[src/rtl/sb_cmd_sequencer_if.sv]
// Command/response handshake plus hard-IP system-bus port of sb_cmd_sequencer.
// master = sequencer side, slave = host / hard-IP side.
interface sb_cmd_sequencer_if #(
    parameter int unsigned CH_W = 1
);
    logic            cmd_valid;
    logic            cmd_ready;
    logic [1:0]      cmd_op;
    logic [CH_W-1:0] cmd_ch;
    logic [3:0]      cmd_addr;
    logic [7:0]      cmd_data;
    logic [7:0]      cmd_mask;
    logic            rsp_valid;
    logic [7:0]      rsp_data;
    logic            rsp_err;
    logic            busy;
    logic            sbstb;
    logic            sbrw;
    logic [7:0]      sbadr;
    logic [7:0]      sbdat_o;
    logic [7:0]      sbdat_i;
    logic            sback;

    modport master (
        input  cmd_valid, cmd_op, cmd_ch, cmd_addr, cmd_data, cmd_mask, sbdat_i, sback,
        output cmd_ready, rsp_valid, rsp_data, rsp_err, busy, sbstb, sbrw, sbadr, sbdat_o
    );

    modport slave (
        output cmd_valid, cmd_op, cmd_ch, cmd_addr, cmd_data, cmd_mask, sbdat_i, sback,
        input  cmd_ready, rsp_valid, rsp_data, rsp_err, busy, sbstb, sbrw, sbadr, sbdat_o
    );
endinterface

[src/rtl/sb_cmd_sequencer.sv]
// Queues write/read/poll commands and runs them one at a time on the shared hard-IP system bus.
// Define SB_SEQ_ACK_TIMEOUT_EN to abort a strobe that sees no sback within TIMEOUT_CYCLES.
module sb_cmd_sequencer #(
    parameter int unsigned         DEPTH          = 4,
    parameter int unsigned         NUM_CH         = 2,
    parameter logic [4*NUM_CH-1:0] CH_BASE        = {4'b0011, 4'b0001},
    parameter int unsigned         POLL_MAX       = 1023,
    parameter int unsigned         TIMEOUT_CYCLES = 255
) (
    input  logic               clock,
    input  logic               reset_n,
    sb_cmd_sequencer_if.master bus
);
    localparam int unsigned CH_W = (NUM_CH > 1) ? $clog2(NUM_CH) : 1;
    localparam int unsigned AW   = $clog2(DEPTH);
    localparam int unsigned PC_W = $clog2(POLL_MAX + 1);
    localparam logic [1:0]  OP_WR   = 2'b00;
    localparam logic [1:0]  OP_RD   = 2'b01;
    localparam logic [1:0]  OP_POLL = 2'b10;

    typedef struct packed {
        logic [1:0]      op;
        logic [CH_W-1:0] ch;
        logic [3:0]      addr;
        logic [7:0]      data;
        logic [7:0]      mask;
    } cmd_t;

    typedef enum logic [1:0] {IDLE, STROBE, RESP, GAP} state_t;

    state_t          state_q, state_d;
    cmd_t            mem_q [DEPTH];
    cmd_t            cmd_in, head;
    logic [AW-1:0]   wr_ptr_q, wr_ptr_d, rd_ptr_q, rd_ptr_d;
    logic [AW:0]     count_q, count_d;
    logic            full, empty, push, pop;
    logic [1:0]      op_q, op_d;
    logic [7:0]      match_q, match_d, mask_q, mask_d;
    logic [PC_W-1:0] poll_cnt_q, poll_cnt_d;
    logic            sbstb_q, sbstb_d, sbrw_q, sbrw_d;
    logic [7:0]      sbadr_q, sbadr_d, sbdat_o_q, sbdat_o_d;
    logic            rsp_valid_q, rsp_valid_d, rsp_err_q, rsp_err_d;
    logic [7:0]      rsp_data_q, rsp_data_d;
    logic            fire, fire_err;
    logic [7:0]      fire_data;
`ifdef SB_SEQ_ACK_TIMEOUT_EN
    localparam int unsigned TW = $clog2(TIMEOUT_CYCLES + 1);
    logic [TW-1:0]   tmo_cnt_q, tmo_cnt_d;
`endif

    function automatic logic [3:0] ch_base(input logic [CH_W-1:0] ch);
        logic [3:0] b;
        b = 4'h0;
        for (int unsigned k = 0; k < NUM_CH; k++) begin
            if (ch == CH_W'(k)) b = CH_BASE[4*k +: 4];
        end
        return b;
    endfunction

    assign full  = (count_q == (AW+1)'(DEPTH));
    assign empty = (count_q == '0);
    assign head  = mem_q[rd_ptr_q];

    // FIFO bookkeeping; a pop at full frees no slot for the same edge since ready is already low
    always_comb begin
        cmd_in   = {bus.cmd_op, bus.cmd_ch, bus.cmd_addr, bus.cmd_data, bus.cmd_mask};
        push     = bus.cmd_valid && !full;
        wr_ptr_d = push ? wr_ptr_q + AW'(1) : wr_ptr_q;
        rd_ptr_d = pop ? rd_ptr_q + AW'(1) : rd_ptr_q;
        count_d  = count_q + (AW+1)'(push) - (AW+1)'(pop);
    end

    always_ff @(posedge clock) begin
        if (push) mem_q[wr_ptr_q] <= cmd_in;
    end

    always_comb begin
        state_d     = state_q;
        op_d        = op_q;
        match_d     = match_q;
        mask_d      = mask_q;
        poll_cnt_d  = poll_cnt_q;
        sbstb_d     = sbstb_q;
        sbrw_d      = sbrw_q;
        sbadr_d     = sbadr_q;
        sbdat_o_d   = sbdat_o_q;
        rsp_valid_d = 1'b0;
        rsp_data_d  = rsp_data_q;
        rsp_err_d   = rsp_err_q;
        pop         = 1'b0;
        fire        = 1'b0;
        fire_err    = 1'b0;
        fire_data   = 8'h00;
`ifdef SB_SEQ_ACK_TIMEOUT_EN
        tmo_cnt_d   = '0;
`endif
        unique case (state_q)
            IDLE: begin
                if (!empty) begin
                    pop        = 1'b1;
                    op_d       = head.op;
                    match_d    = head.data;
                    mask_d     = head.mask;
                    poll_cnt_d = '0;
                    if (head.op == 2'b11 || 32'(head.ch) >= NUM_CH) begin
                        fire     = 1'b1;
                        fire_err = 1'b1;
                    end else begin
                        sbrw_d    = (head.op == OP_WR);
                        sbadr_d   = {ch_base(head.ch), head.addr};
                        sbdat_o_d = (head.op == OP_WR) ? head.data : 8'h00;
                        state_d   = STROBE;
                    end
                end
            end
            STROBE: begin
                sbstb_d = 1'b1;
`ifdef SB_SEQ_ACK_TIMEOUT_EN
                if (sbstb_q) tmo_cnt_d = tmo_cnt_q + TW'(1);
`endif
                if (sbstb_q && bus.sback) begin
                    sbstb_d = 1'b0;
                    if (op_q == OP_POLL) begin
                        if (((bus.sbdat_i ^ match_q) & mask_q) == 8'h00) begin
                            fire      = 1'b1;
                            fire_data = bus.sbdat_i;
                        end else if (poll_cnt_q == PC_W'(POLL_MAX - 1)) begin
                            fire      = 1'b1;
                            fire_err  = 1'b1;
                            fire_data = bus.sbdat_i;
                        end else begin
                            poll_cnt_d = poll_cnt_q + PC_W'(1);
                            state_d    = GAP;
                        end
                    end else begin
                        fire      = 1'b1;
                        fire_data = (op_q == OP_RD) ? bus.sbdat_i : 8'h00;
                    end
                end
`ifdef SB_SEQ_ACK_TIMEOUT_EN
                else if (sbstb_q && tmo_cnt_q == TW'(TIMEOUT_CYCLES - 1)) begin
                    sbstb_d  = 1'b0;
                    fire     = 1'b1;
                    fire_err = 1'b1;
                end
`endif
            end
            // the strobe rises straight out of GAP so a poll retry has exactly one low cycle
            GAP: begin
                sbstb_d = 1'b1;
                state_d = STROBE;
            end
            RESP:    state_d = IDLE;
            default: state_d = IDLE;
        endcase
        if (fire) begin
            rsp_valid_d = 1'b1;
            rsp_data_d  = fire_data;
            rsp_err_d   = fire_err;
            state_d     = RESP;
        end
    end

    always_ff @(posedge clock or negedge reset_n) begin
        if (!reset_n) begin
            state_q     <= IDLE;
            wr_ptr_q    <= '0;
            rd_ptr_q    <= '0;
            count_q     <= '0;
            op_q        <= 2'b00;
            match_q     <= 8'h00;
            mask_q      <= 8'h00;
            poll_cnt_q  <= '0;
            sbstb_q     <= 1'b0;
            sbrw_q      <= 1'b0;
            sbadr_q     <= 8'h00;
            sbdat_o_q   <= 8'h00;
            rsp_valid_q <= 1'b0;
            rsp_data_q  <= 8'h00;
            rsp_err_q   <= 1'b0;
`ifdef SB_SEQ_ACK_TIMEOUT_EN
            tmo_cnt_q   <= '0;
`endif
        end else begin
            state_q     <= state_d;
            wr_ptr_q    <= wr_ptr_d;
            rd_ptr_q    <= rd_ptr_d;
            count_q     <= count_d;
            op_q        <= op_d;
            match_q     <= match_d;
            mask_q      <= mask_d;
            poll_cnt_q  <= poll_cnt_d;
            sbstb_q     <= sbstb_d;
            sbrw_q      <= sbrw_d;
            sbadr_q     <= sbadr_d;
            sbdat_o_q   <= sbdat_o_d;
            rsp_valid_q <= rsp_valid_d;
            rsp_data_q  <= rsp_data_d;
            rsp_err_q   <= rsp_err_d;
`ifdef SB_SEQ_ACK_TIMEOUT_EN
            tmo_cnt_q   <= tmo_cnt_d;
`endif
        end
    end

    assign bus.cmd_ready = !full;
    assign bus.busy      = !empty || (state_q != IDLE);
    assign bus.sbstb     = sbstb_q;
    assign bus.sbrw      = sbrw_q;
    assign bus.sbadr     = sbadr_q;
    assign bus.sbdat_o   = sbdat_o_q;
    assign bus.rsp_valid = rsp_valid_q;
    assign bus.rsp_data  = rsp_data_q;
    assign bus.rsp_err   = rsp_err_q;
endmodule

[src/flat_wrapper.sv]
// flat-port wrapper written by rule: the top's interface ports become plain ports
module sb_cmd_sequencer_flat 
#(
    parameter int unsigned         DEPTH          = 4,
    parameter int unsigned         NUM_CH         = 2,
    parameter logic [4*NUM_CH-1:0] CH_BASE        = {4'b0011, 4'b0001},
    parameter int unsigned         POLL_MAX       = 1023,
    parameter int unsigned         TIMEOUT_CYCLES = 255
)
  (clock, reset_n, bus_cmd_valid, bus_cmd_op, bus_cmd_ch, bus_cmd_addr, bus_cmd_data, bus_cmd_mask, bus_sbdat_i, bus_sback, bus_cmd_ready, bus_rsp_valid, bus_rsp_data, bus_rsp_err, bus_busy, bus_sbstb, bus_sbrw, bus_sbadr, bus_sbdat_o);
  sb_cmd_sequencer_if #(.CH_W((1))) bus_i ();
  input  logic clock;
  input  logic reset_n;
  input wire logic [$bits(bus_i.cmd_valid)-1:0] bus_cmd_valid;
  input wire logic [$bits(bus_i.cmd_op)-1:0] bus_cmd_op;
  input wire logic [$bits(bus_i.cmd_ch)-1:0] bus_cmd_ch;
  input wire logic [$bits(bus_i.cmd_addr)-1:0] bus_cmd_addr;
  input wire logic [$bits(bus_i.cmd_data)-1:0] bus_cmd_data;
  input wire logic [$bits(bus_i.cmd_mask)-1:0] bus_cmd_mask;
  input wire logic [$bits(bus_i.sbdat_i)-1:0] bus_sbdat_i;
  input wire logic [$bits(bus_i.sback)-1:0] bus_sback;
  output wire logic [$bits(bus_i.cmd_ready)-1:0] bus_cmd_ready;
  output wire logic [$bits(bus_i.rsp_valid)-1:0] bus_rsp_valid;
  output wire logic [$bits(bus_i.rsp_data)-1:0] bus_rsp_data;
  output wire logic [$bits(bus_i.rsp_err)-1:0] bus_rsp_err;
  output wire logic [$bits(bus_i.busy)-1:0] bus_busy;
  output wire logic [$bits(bus_i.sbstb)-1:0] bus_sbstb;
  output wire logic [$bits(bus_i.sbrw)-1:0] bus_sbrw;
  output wire logic [$bits(bus_i.sbadr)-1:0] bus_sbadr;
  output wire logic [$bits(bus_i.sbdat_o)-1:0] bus_sbdat_o;
  assign bus_i.cmd_valid = bus_cmd_valid;
  assign bus_i.cmd_op = bus_cmd_op;
  assign bus_i.cmd_ch = bus_cmd_ch;
  assign bus_i.cmd_addr = bus_cmd_addr;
  assign bus_i.cmd_data = bus_cmd_data;
  assign bus_i.cmd_mask = bus_cmd_mask;
  assign bus_i.sbdat_i = bus_sbdat_i;
  assign bus_i.sback = bus_sback;
  assign bus_cmd_ready = bus_i.cmd_ready;
  assign bus_rsp_valid = bus_i.rsp_valid;
  assign bus_rsp_data = bus_i.rsp_data;
  assign bus_rsp_err = bus_i.rsp_err;
  assign bus_busy = bus_i.busy;
  assign bus_sbstb = bus_i.sbstb;
  assign bus_sbrw = bus_i.sbrw;
  assign bus_sbadr = bus_i.sbadr;
  assign bus_sbdat_o = bus_i.sbdat_o;
  sb_cmd_sequencer #(.DEPTH(DEPTH), .NUM_CH(NUM_CH), .CH_BASE(CH_BASE), .POLL_MAX(POLL_MAX), .TIMEOUT_CYCLES(TIMEOUT_CYCLES)) u_core (.clock(clock), .reset_n(reset_n), .bus(bus_i));
endmodule
[config.mk]
export PLATFORM = sky130hd
export DESIGN_NAME = sb_cmd_sequencer_flat
export DESIGN_NICKNAME = d
export VERILOG_FILES = /design/src/rtl/sb_cmd_sequencer_if.sv /design/src/rtl/sb_cmd_sequencer.sv /design/src/flat_wrapper.sv
export SDC_FILE = /design/constraint.sdc
export NUM_CORES = 1
export LEC_CHECK = 0
export ABC_AREA = 1
export CORE_MARGIN = 3
export CORE_UTILIZATION = 57
export DETAILED_ROUTE_END_ITERATION = 10
export PLACE_DENSITY = 0.8
export SLEW_MARGIN = 20
export SYNTH_ARGS = -nofsm -noshare
export SYNTH_HDL_FRONTEND = slang
export SYNTH_SLANG_ARGS = --single-unit
[constraint.sdc]
create_clock -name clock -period 2.9 [get_ports clock]
set_input_delay 0.87 -clock clock [delete_from_list [all_inputs] [get_ports clock]]
set_output_delay 0.87 -clock clock [all_outputs]
set_load 0.02 [all_outputs]
==> metrics, run 1 <==
hpwl dp=8.83 mm; diodes inserted=0; slowest cell delay on critical path=0.55 ns; via count=4463; Crit Path Class=flop to primary output; Avg WL per Cell=16.9 um; Cell variety after synth=33; Nets=701; Slew HR=0.586; pin count of the biggest net entering global routing=39; Post-DRT Antenna Nets=0; Final Hold Slack=0.464 ns; Peak VDD IR=0.821 mV; Compound-Gate Fraction of Synth Area=0.0741; post-CTS sizing=0; H-tree depth=4; starting density of the core=0.589; drt first pass iters=5; fin cells=810; die area=12700 um^2; Req. time, crit path=approximately 2.0 ns; setup bufs post-CTS=0; Crit-path slowest cell=clkdlybuf4s50_1; num ports=65; mux contribution to synthesized area=0; Cells after DPL=778; arrival time worst endpoint=roughly 1.8 ns; max_cap viols=0; final setup TNS=0 ns; Synth Area in Simple Gates=0.171; clk sinks=155; Final Slew Violations=0; Root Driver=clkbuf_16; number of CTS-inserted buffers=17; PD cells=1070 nW/um^2; Clock Skew=0.00733 ns; initial DRC count=587; Cells after Synth=588; # setup viols final=0; startpoint types=flop; Area Growth Syn to Fin=20.6%; XOR/XNOR Fraction of Synth Area=0.0162; Worst Setup End Kind=primary output; register area share after synthesis=0.671; Overflow after GRT=0; cells along the critical path=nor3_2 -> nand2_1 -> clkdlybuf4s50_1; global-route wire length before repair=22.3 mm; worst-margin pin slew=~0.62 ns; Die X=113 um; final RePlAce weighted congestion=~0.82; GRT Util Overall=0.229; Peak Freq=372 MHz; crit share post-route=0.927; hold buffers post-CTS=0; post-synth design cell area=6470 um^2; clock transition at the registers of the reported paths=approximately 0.06 ns; DR vias/cell=around 5.5; #FFs+latches synth=155; Max clock buf depth=2; Final Core Density=0.710; Hold Fails Final Rpt=0; largest family of logic cells by synthesized area=simple AND/OR/NAND/NOR gates; Post-Synth Adder-Cell Area=0.0186; Worst-Skew Late Latency=0.42 ns; status=completed; initial antenna violation count=0; Syn Area/Cell=11.0 um^2; CP Max Fanout=4; cell leakage power=3.10 nW; RSZ-0062 raised after global routing=no; Ys Warns=0; number of global-route vias before repair=4459; Routed WL=between 10 and 15 mm; Port Buffers=62; Die Y-Extent=113 um; hold crit path type=input pin to async pin; standard-cell rows=38; TritonCTS clock tree=yes; DRC Markers=0; share of cells above drive strength 1=0.100; core outline area=about 11000 um^2; min Tclk post-route=2.69 ns
==> Yosys cell counts (all sizes together) <==
cell type / n / share of area
nor2: 114 / 0.069
ha: 8 / 0.015
nand4: 8 / 0.0077
nand2: 90 / 0.056
a21boi: 1 / 0.0012
o22ai: 8 / 0.0077
xnor2: 4 / 0.0054
xor2: 8 / 0.011
inv: 42 / 0.024
o21ai: 65 / 0.050
a31oi: 13 / 0.013
nor3: 5 / 0.0046
buf: 19 / 0.020
clkinv: 2 / 0.0012
nand3: 36 / 0.033
edfxtp: 92 / 0.43
fa: 1 / 0.0031
clkbuf: 5 / 0.0029
dfrtp: 63 / 0.24
or2: 1 / 0.00097
conb: 1 / 0.00058
o21a: 2 / 0.0023
==> kinds of logic after synthesis <==
logic type	count (synthesis)
AOI/OAI and AO/OA	89
xor gates and xnor gates	12
adders and majority gates	9
buffers and inverters	68
DFF	155
other	1
and+or+nand+nor	254
==> power breakdown <==
part           switching (mW)  leakage [nW]  total [mW]  internal [mW]
clock network           0.872         0.286        2.17           1.30
registers               0.306          1.62        3.28           2.97
logic                    1.94          1.19        2.92          0.981
==> through the flow <==
step                total power, mW  setup slack, ns  area [um^2]
floorplan                      5.27            0.495         6470
global placement               6.06            0.450         7220
detailed placement             6.20            0.357         7220
CTS                            8.41            0.180         7800
global route                   8.89            0.134         7800
finish                         8.37            0.212         7800
==> worst max-delay path: cells and delay by family, from the launching register on <==
family	cells	cell delay (ns)
flops	1	0.44
simple gates	2	0.42
buf+inv	1	0.55
==> state kept, by name (all words and copies together) (netlist names), named ones only <==
signal / cells
u_core.bus.rsp_valid: 1
u_core.bus.rsp_err: 1
u_core.rd_ptr_q: 2
u_core.state_q: 1
u_core.bus.sbadr: 6
u_core.bus.sbstb: 1
u_core.op_q: 2
u_core.bus.sbdat_o: 8
u_core.count_q: 3
u_core.bus.rsp_data: 8
u_core.poll_cnt_q: 10
u_core.mask_q: 8
u_core.match_q: 8
u_core.mem_q: 92
u_core.wr_ptr_q: 2
u_core.bus.sbrw: 1
==> cell type report <==
type                            instances  area [um^2]
Clock buffer                           20          447
Clock inverter                         12          135
Fill cell                             777         3180
Inverter                               44          165
Multi-Input combinational cell        366         1830
Sequential cell                       155         4340
Tap cell                              140          175
Timing Repair Buffer                   73          711
==> layer usage <==
layer	vias to the layer above	track usage	part of all wire	wire [um]
met5	-	0	0	0
met2	149	0.365	0.49	6740
met3	17	0.0615	0.060	821
met1	2172	0.307	0.43	5970
li1	2125	-	-	-
met4	0	0.0777	0.014	189
==> cells in the final DEF, fill, tap and decap left out, types with 3 or more instances in the layout <==
cell / n
nor2_1: 106
edfxtp_1: 92
nand2_1: 85
dfrtp_1: 63
clkdlybuf4s50_1: 61
o21ai_0: 60
inv_1: 37
nand3_1: 31
clkbuf_16: 17
a31oi_1: 13
buf_4: 10
xor2_1: 8
nand4_1: 8
o22ai_1: 8
ha_1: 8
nor2_2: 6
inv_2: 5
o21ai_1: 5
inv_6: 5
nand3_2: 4
xnor2_1: 4
nor3_1: 4
nand2_2: 3
clkinv_2: 3
==> final timing paths <==
| path | cells past startpoint | from | endpoint | slack, ns |
|---|---|---|---|---|
| max | 3 | u_core.count_q[1] | bus_busy | 0.21 |
| min | 1 | reset_n | u_core.poll_cnt_q[2] | 0.46 |
| max reg2reg | 8 | u_core.rd_ptr_q[0] | u_core.bus.rsp_err | 0.58 |
| min reg2reg | 1 | u_core.bus.sbadr[4] | u_core.bus.sbadr[4] | 0.48 |
| max in group asynchronous | 2 | reset_n | u_core.op_q[1] | 1.80 |
| min in group clock | 1 | u_core.bus.sbadr[4] | u_core.bus.sbadr[4] | 0.48 |
(Power assumes the default switching activity.)
==> run 2, diff against run 1 <==
--- a/config.mk
+++ b/config.mk
@@ -6,10 +6,14 @@
 export NUM_CORES = 1
 export LEC_CHECK = 0
 export ABC_AREA = 1
+export CELL_PAD_IN_SITES_DETAIL_PLACEMENT = 1
+export CELL_PAD_IN_SITES_GLOBAL_PLACEMENT = 2
+export CORE_ASPECT_RATIO = 1.75
 export CORE_MARGIN = 3
-export CORE_UTILIZATION = 57
+export CORE_UTILIZATION = 37
 export DETAILED_ROUTE_END_ITERATION = 10
-export PLACE_DENSITY = 0.8
+export PLACE_DENSITY_LB_ADDON = 0.1
+export SKIP_LAST_GASP = 1
 export SLEW_MARGIN = 20
 export SYNTH_ARGS = -nofsm -noshare
 export SYNTH_HDL_FRONTEND = slang
==> run 2 against run 1 <==
Clock power about the same. Setup slack got worse by 0.14 ns. Flip-flop and latch count did not move. Final area up 1.9%. Critical path type unchanged. Routed wire length is 16% higher. Non-clock buffer count up 2. Die area is 51% higher. Largest power group unchanged. Sequential share of layout area shrank 1.1 points. Utilization shrank 24 points.
==> metrics, run 2 (synthesized netlist as in run 1, its figures left out) <==
number of CTS-inserted buffers=17 (unchanged); Cells after DPL=867 (was 778); status=completed (unchanged); Slew HR=0.662 (was 0.586); post-placement cell area=7380 um^2 (was 7220 um^2); Routed WL=16.0 mm (was 13.7 mm); drt first pass iters=4 (was 5); global route hottest layer=met2 (unchanged); # setup viols final=0 (unchanged); Fillers=1906 (was 777); CP Max Fanout=4 (unchanged); TritonCTS clock tree=yes (unchanged); final instance area=7950 um^2 (was 7800 um^2); die area=19200 um^2 (was 12700 um^2); H-tree depth=4 (unchanged); Port Buffers=62 (unchanged); number of global-route vias before repair=4984 (was 4459); crit share post-route=0.975 (was 0.927); DR vias/cell=4.98 (was 5.51); clock transition at the registers of the reported paths=0.07 ns (was 0.06 ns); R2R setup slack=0.64 ns (was 0.58 ns); final setup TNS=0 ns (unchanged); Final Core Density=0.467 (was 0.710); Hold Fails Final Rpt=0 (unchanged); Overflow after GRT=0 (unchanged); Post-DRT Antenna Nets=0 (unchanged); Root Driver=clkbuf_16 (unchanged); Logic pwr share=0.354 (was 0.349); RSZ-0062 raised after global routing=no (unchanged); Area Growth Syn to Fin=22.9% (was 20.6%); met2 Use GR=0.330 (was 0.365); setup bufs post-CTS=0 (unchanged); post-CTS sizing=0 (unchanged); Avg WL per Cell=17.7 um (was 16.9 um); worst-margin pin slew=0.505 ns (was 0.621 ns); hold crit path type=input pin to async pin (unchanged); DRC Markers=0 (unchanged); startpoint types=flop (unchanged); Flop pwr share=0.389 (was 0.392); global-route wire length before repair=25.9 mm (was 22.3 mm); Die X=106 um (was 113 um); Req. time, crit path=2.03 ns (about the same); max reg flops=92 (unchanged); Crit Path Class=flop to primary output (unchanged); Peak VDD IR=0.493 mV (was 0.821 mV); biggest regs=u_core.mem_q: 92 flops, u_core.poll_cnt_q: 10 flops (unchanged); arrival time worst endpoint=1.96 ns (was 1.82 ns); Top reg by flops=u_core.mem_q (unchanged); Final Slew Violations=0 (unchanged); most frequent cells in the layout=nor2_1, edfxtp_1, nand2_1, dfrtp_1, clkdlybuf4s50_1 (unchanged); clk sinks=155 (unchanged); core outline area=17000 um^2 (was 11000 um^2); P_sw=3.22 mW (was 3.12 mW); diodes inserted=0 (unchanged); Clock power frac=0.257 (was 0.259); final RePlAce weighted congestion=0.784 (was 0.823); GRT Util Overall=0.177 (was 0.229); reg-to-reg endpoint=u_core.count_q[2] (was u_core.bus.rsp_err); Clock Skew=0.0176 ns (was 0.00733 ns); Worst Setup End Kind=primary output (unchanged); pin count of the biggest net entering global routing=29 (was 39); PD cells=1060 nW/um^2 (was 1070 nW/um^2); hold buffers post-CTS=0 (unchanged); share of cells above drive strength 1=0.104 (was 0.100); cell leakage power=3.11 nW (was 3.10 nW); initial antenna violation count=0 (unchanged); met1 Use GR=0.191 (was 0.307); sw frac=0.382 (was 0.373); commonest non-fill, non-tap cell in the layout=nor2_1 (unchanged); num ports=65 (unchanged); fin cells=899 (was 810); worst reg2reg path depth=8 (unchanged); hpwl dp=11.0 mm (was 8.83 mm); starting density of the core=0.380 (was 0.589); met3 Usage GRT=0.0307 (was 0.0615); internal power=5.21 mW (was 5.25 mW); Worst-Skew Late Latency=0.43 ns (was 0.42 ns); max_cap viols=0 (unchanged); Nets=703 (was 701); Final Hold Slack=0.388 ns (was 0.464 ns); standard-cell rows=63 (was 38); via count=4480 (was 4463); Die Y-Extent=181 um (was 113 um); Peak Freq=353 MHz (was 372 MHz); Max clock buf depth=2 (unchanged); initial DRC count=157 (was 587); Worst R2R Start=u_core.count_q[1] (was u_core.rd_ptr_q[0]); min Tclk post-route=2.83 ns (was 2.69 ns)
==> run 2: metrics by stage <==
| stage | worst slack, ns | power (mW) |
|---|---|---|
| after detailed placement | 0.281 | 6.39 |
| after global routing | 0.0160 | 9.07 |
| final | 0.0711 | 8.44 |
| after global placement | 0.348 | 6.30 |
| after CTS | 0.0507 | 8.60 |
| after floorplan | 0.495 | 5.27 |
==> run 2: final cells by class <==
| type | count | area (um^2) | share of cell area |
|---|---|---|---|
| clock inverters | 13 | 128 | 0.0161 |
| inverters | 44 | 165 | 0.0208 |
| flip-flops and latches | 155 | 4340 | 0.546 |
| multi-input cells | 366 | 1830 | 0.230 |
| well taps | 227 | 284 | 0.0357 |
| clock buffers | 19 | 443 | 0.0557 |
| repair buffers | 75 | 763 | 0.0960 |
==> run 2: per-layer routing <==
layer,wire length (um),up-vias
met1,6300,2251
li1,-,2129
met4,515,0
met2,8710,74
met3,432,26
met5,0,-
==> run 2: how the worst max path moves through the flow <==
stage / to / slack, ns / startpoint / depth (start not counted)
final: bus_busy / 0.07 / u_core.count_q[1] / 3
after global routing: bus_busy / 0.02 / u_core.count_q[1] / 3
after CTS: bus_busy / 0.05 / u_core.count_q[1] / 3
after detailed placement: u_core.bus.rsp_data[6] / 0.28 / bus_sbdat_i[3] / 10
after global placement: u_core.bus.rsp_data[3] / 0.35 / bus_sbdat_i[6] / 10
after floorplan: u_core.mem_q[0][0] / 0.50 / bus_cmd_valid / 2
==> run 2: critical path: stages, from the launching register on <==
cell	delay, ns
dfrtp_1	0.45
nor3_2	0.45
nand2_1	0.09
clkdlybuf4s50_1	0.55
==> run 2: power by group through the flow <==
stage	Sequential [mW]	Combinational (mW)	Clock (mW)
2_1_floorplan	3.38	1.90	0
3_3_place_gp	3.31	2.99	0
3_5_place_dp	3.33	3.05	0
4_1_cts	3.29	3.08	2.22
5_1_grt	3.35	3.40	2.33
6_report	3.28	2.99	2.17
==> run 3, diff against run 2 <==
--- a/config.mk
+++ b/config.mk
@@ -10,7 +10,8 @@
 export CELL_PAD_IN_SITES_GLOBAL_PLACEMENT = 2
 export CORE_ASPECT_RATIO = 1.75
 export CORE_MARGIN = 3
-export CORE_UTILIZATION = 37
+export CORE_UTILIZATION = 39
+export CTS_BUF_LIST = sky130_fd_sc_hd__clkbuf_4
 export DETAILED_ROUTE_END_ITERATION = 10
 export PLACE_DENSITY_LB_ADDON = 0.1
 export SKIP_LAST_GASP = 1
==> run 3 against run 2 <==
Die area shrank 4.9%. Final cell count shrank 0.78%. Routed wire length shrank 1.1%. Hold slack lost 0.088 ns. Clock skew grew 0.0045 ns. Combinational power grew 1%. Largest cell class unchanged. Largest power group unchanged. Highest routed layer unchanged.
==> metrics, run 3 (synthesized netlist as in run 1, its figures left out) <==
Cells after DPL=859 (was 867); Slew HR=0.635 (was 0.662); die area=18200 um^2 (was 19200 um^2); hpwl dp=10.9 mm (was 11.0 mm); arrival time worst endpoint=1.85 ns (was 1.96 ns); share of cells above drive strength 1=0.104 (about the same); Crit-path slowest cell=clkdlybuf4s50_1 (unchanged); Hold Fails Final Rpt=0 (unchanged); R2R setup slack=0.68 ns (was 0.64 ns); biggest regs=u_core.mem_q: 92 flops, u_core.poll_cnt_q: 10 flops (unchanged); final RePlAce weighted congestion=0.796 (was 0.784); initial antenna violation count=1 (was 0); num ports=65 (unchanged); Final Slew Violations=0 (unchanged); hold crit path type=input pin to async pin (unchanged); RSZ-0062 raised after global routing=no (unchanged); dpl ws=0.310 ns (was 0.281 ns); DRC Markers=0 (unchanged); Nets=702 (was 703); Avg WL per Cell=17.7 um (about the same); commonest non-fill, non-tap cell in the layout=nor2_1 (unchanged); max_cap viols=0 (unchanged); Root Driver=clkbuf_4 (was clkbuf_16); Clock Skew=0.0220 ns (was 0.0176 ns); Crit Path Class=flop to primary output (unchanged); Peak VDD IR=0.496 mV (was 0.493 mV); setup bufs post-CTS=0 (unchanged); startpoint types=flop (unchanged); initial DRC count=138 (was 157); Overflow after GRT=0 (unchanged); worst-margin pin slew=0.547 ns (was 0.505 ns); H-tree depth=4 (unchanged); CP Max Fanout=4 (unchanged); crit share post-route=0.937 (was 0.975); Worst Setup End Kind=primary output (unchanged); drt first pass iters=4 (unchanged); number of global-route vias before repair=4848 (was 4984); Routed WL=15.8 mm (was 16.0 mm); PD cells=1000 nW/um^2 (was 1060 nW/um^2); slowest cell delay on critical path=0.62 ns (was 0.55 ns); Die X=103 um (was 106 um); TritonCTS clock tree=yes (unchanged); Fillers=1745 (was 1906); cells along the critical path=nor2_1 -> nand2_1 -> clkdlybuf4s50_1 (was nor3_2 -> nand2_1 -> clkdlybuf4s50_1); most frequent cells in the layout=nor2_1, edfxtp_1, nand2_1, dfrtp_1 (was nor2_1, edfxtp_1, nand2_1, dfrtp_1, clkdlybuf4s50_1); max reg flops=92 (unchanged); Area Growth Syn to Fin=19.1% (was 22.9%); global-route wire length before repair=26.0 mm (was 25.9 mm); pin count of the biggest net entering global routing=64 (was 29); # setup viols final=0 (unchanged); fin cells=892 (was 899); Die Y-Extent=176 um (was 181 um); via count=4376 (was 4480); number of CTS-inserted buffers=17 (unchanged); cell leakage power=3.00 nW (was 3.11 nW); Max clock buf depth=2 (unchanged); standard-cell rows=61 (was 63); starting density of the core=0.402 (was 0.380); Worst-Skew Late Latency=0.55 ns (was 0.43 ns); Req. time, crit path=2.03 ns (about the same); final setup TNS=0 ns (unchanged); status=completed (unchanged); final worst slack=0.184 ns (was 0.0711 ns); DR vias/cell=4.91 (was 4.98); GRT Util Overall=0.191 (was 0.177); core outline area=16100 um^2 (was 17000 um^2); Port Buffers=62 (unchanged); Post-DRT Antenna Nets=0 (unchanged); clock transition at the registers of the reported paths=0.15 ns (was 0.07 ns); Peak Freq=368 MHz (was 353 MHz); clk sinks=155 (unchanged); total power=7.74 mW (was 8.44 mW); min Tclk post-route=2.72 ns (was 2.83 ns); Top reg by flops=u_core.mem_q (unchanged)
==> run 3: critical path: cells and delay by family (launching register included) <==
| kind | cells | cell delay (ns) |
|---|---|---|
| DFF | 1 | 0.51 |
| and+or+nand+nor | 2 | 0.19 |
| buffers and inverters | 1 | 0.62 |
==> run 3: what timing repair did <==
action,in CTS,in global routing
gates resized for setup,1,1
hold buffers,0,0
endpoints found under the setup margin,1,1
pin swaps,1,1
==> run 3: power breakdown <==
part           switching, mW  leakage [nW]  internal [mW]
sequential             0.336          1.62           2.96
combinational           1.99          1.21           1.04
clock                  0.921         0.171          0.492
total                   3.25          3.00           4.49
==> run 3: layout make-up <==
class                      instances  area (um^2)  share of cell area
timing repair buffer              74          771               0.100
inverter                          44          165              0.0214
tap                              220          275              0.0357
sequential                       155         4340               0.563
clock buffer                      17          128              0.0166
multi-input combinational        366         1840               0.238
antenna                            1         2.50            0.000325
clock inverter                    15          193              0.0250
==> run 3: metrics by stage <==
step / instance area [um^2] / hold slack (ns) / util
3_3_place_gp: 7380 / 0.457 / 0.458
5_1_grt: 7710 / 0.264 / 0.479
2_1_floorplan: 6470 / 0.464 / -
6_report: 7710 / 0.300 / 0.479
4_1_cts: 7700 / 0.280 / 0.478
3_5_place_dp: 7380 / 0.473 / 0.458
==> run 3: path summary, 6_finish.rpt <==
path,endpoint,startpoint,cells after the start
max in group asynchronous,u_core.mask_q[2],reset_n,2
min in group clock,u_core.bus.sbadr[4],u_core.bus.sbadr[4],1
max,bus_cmd_ready,u_core.count_q[1],3
min,u_core.poll_cnt_q[7],reset_n,2
max reg2reg,u_core.bus.rsp_err,flop,8
min reg2reg,u_core.bus.sbadr[4],u_core.bus.sbadr[4],1
==> run 3: metal layers <==
metal / global-route usage / routed length (um)
met2: 0.355 / 9100
met4: 0.0546 / 182
met3: 0.0336 / 324
met1: 0.217 / 6180
met5: 0 / 0
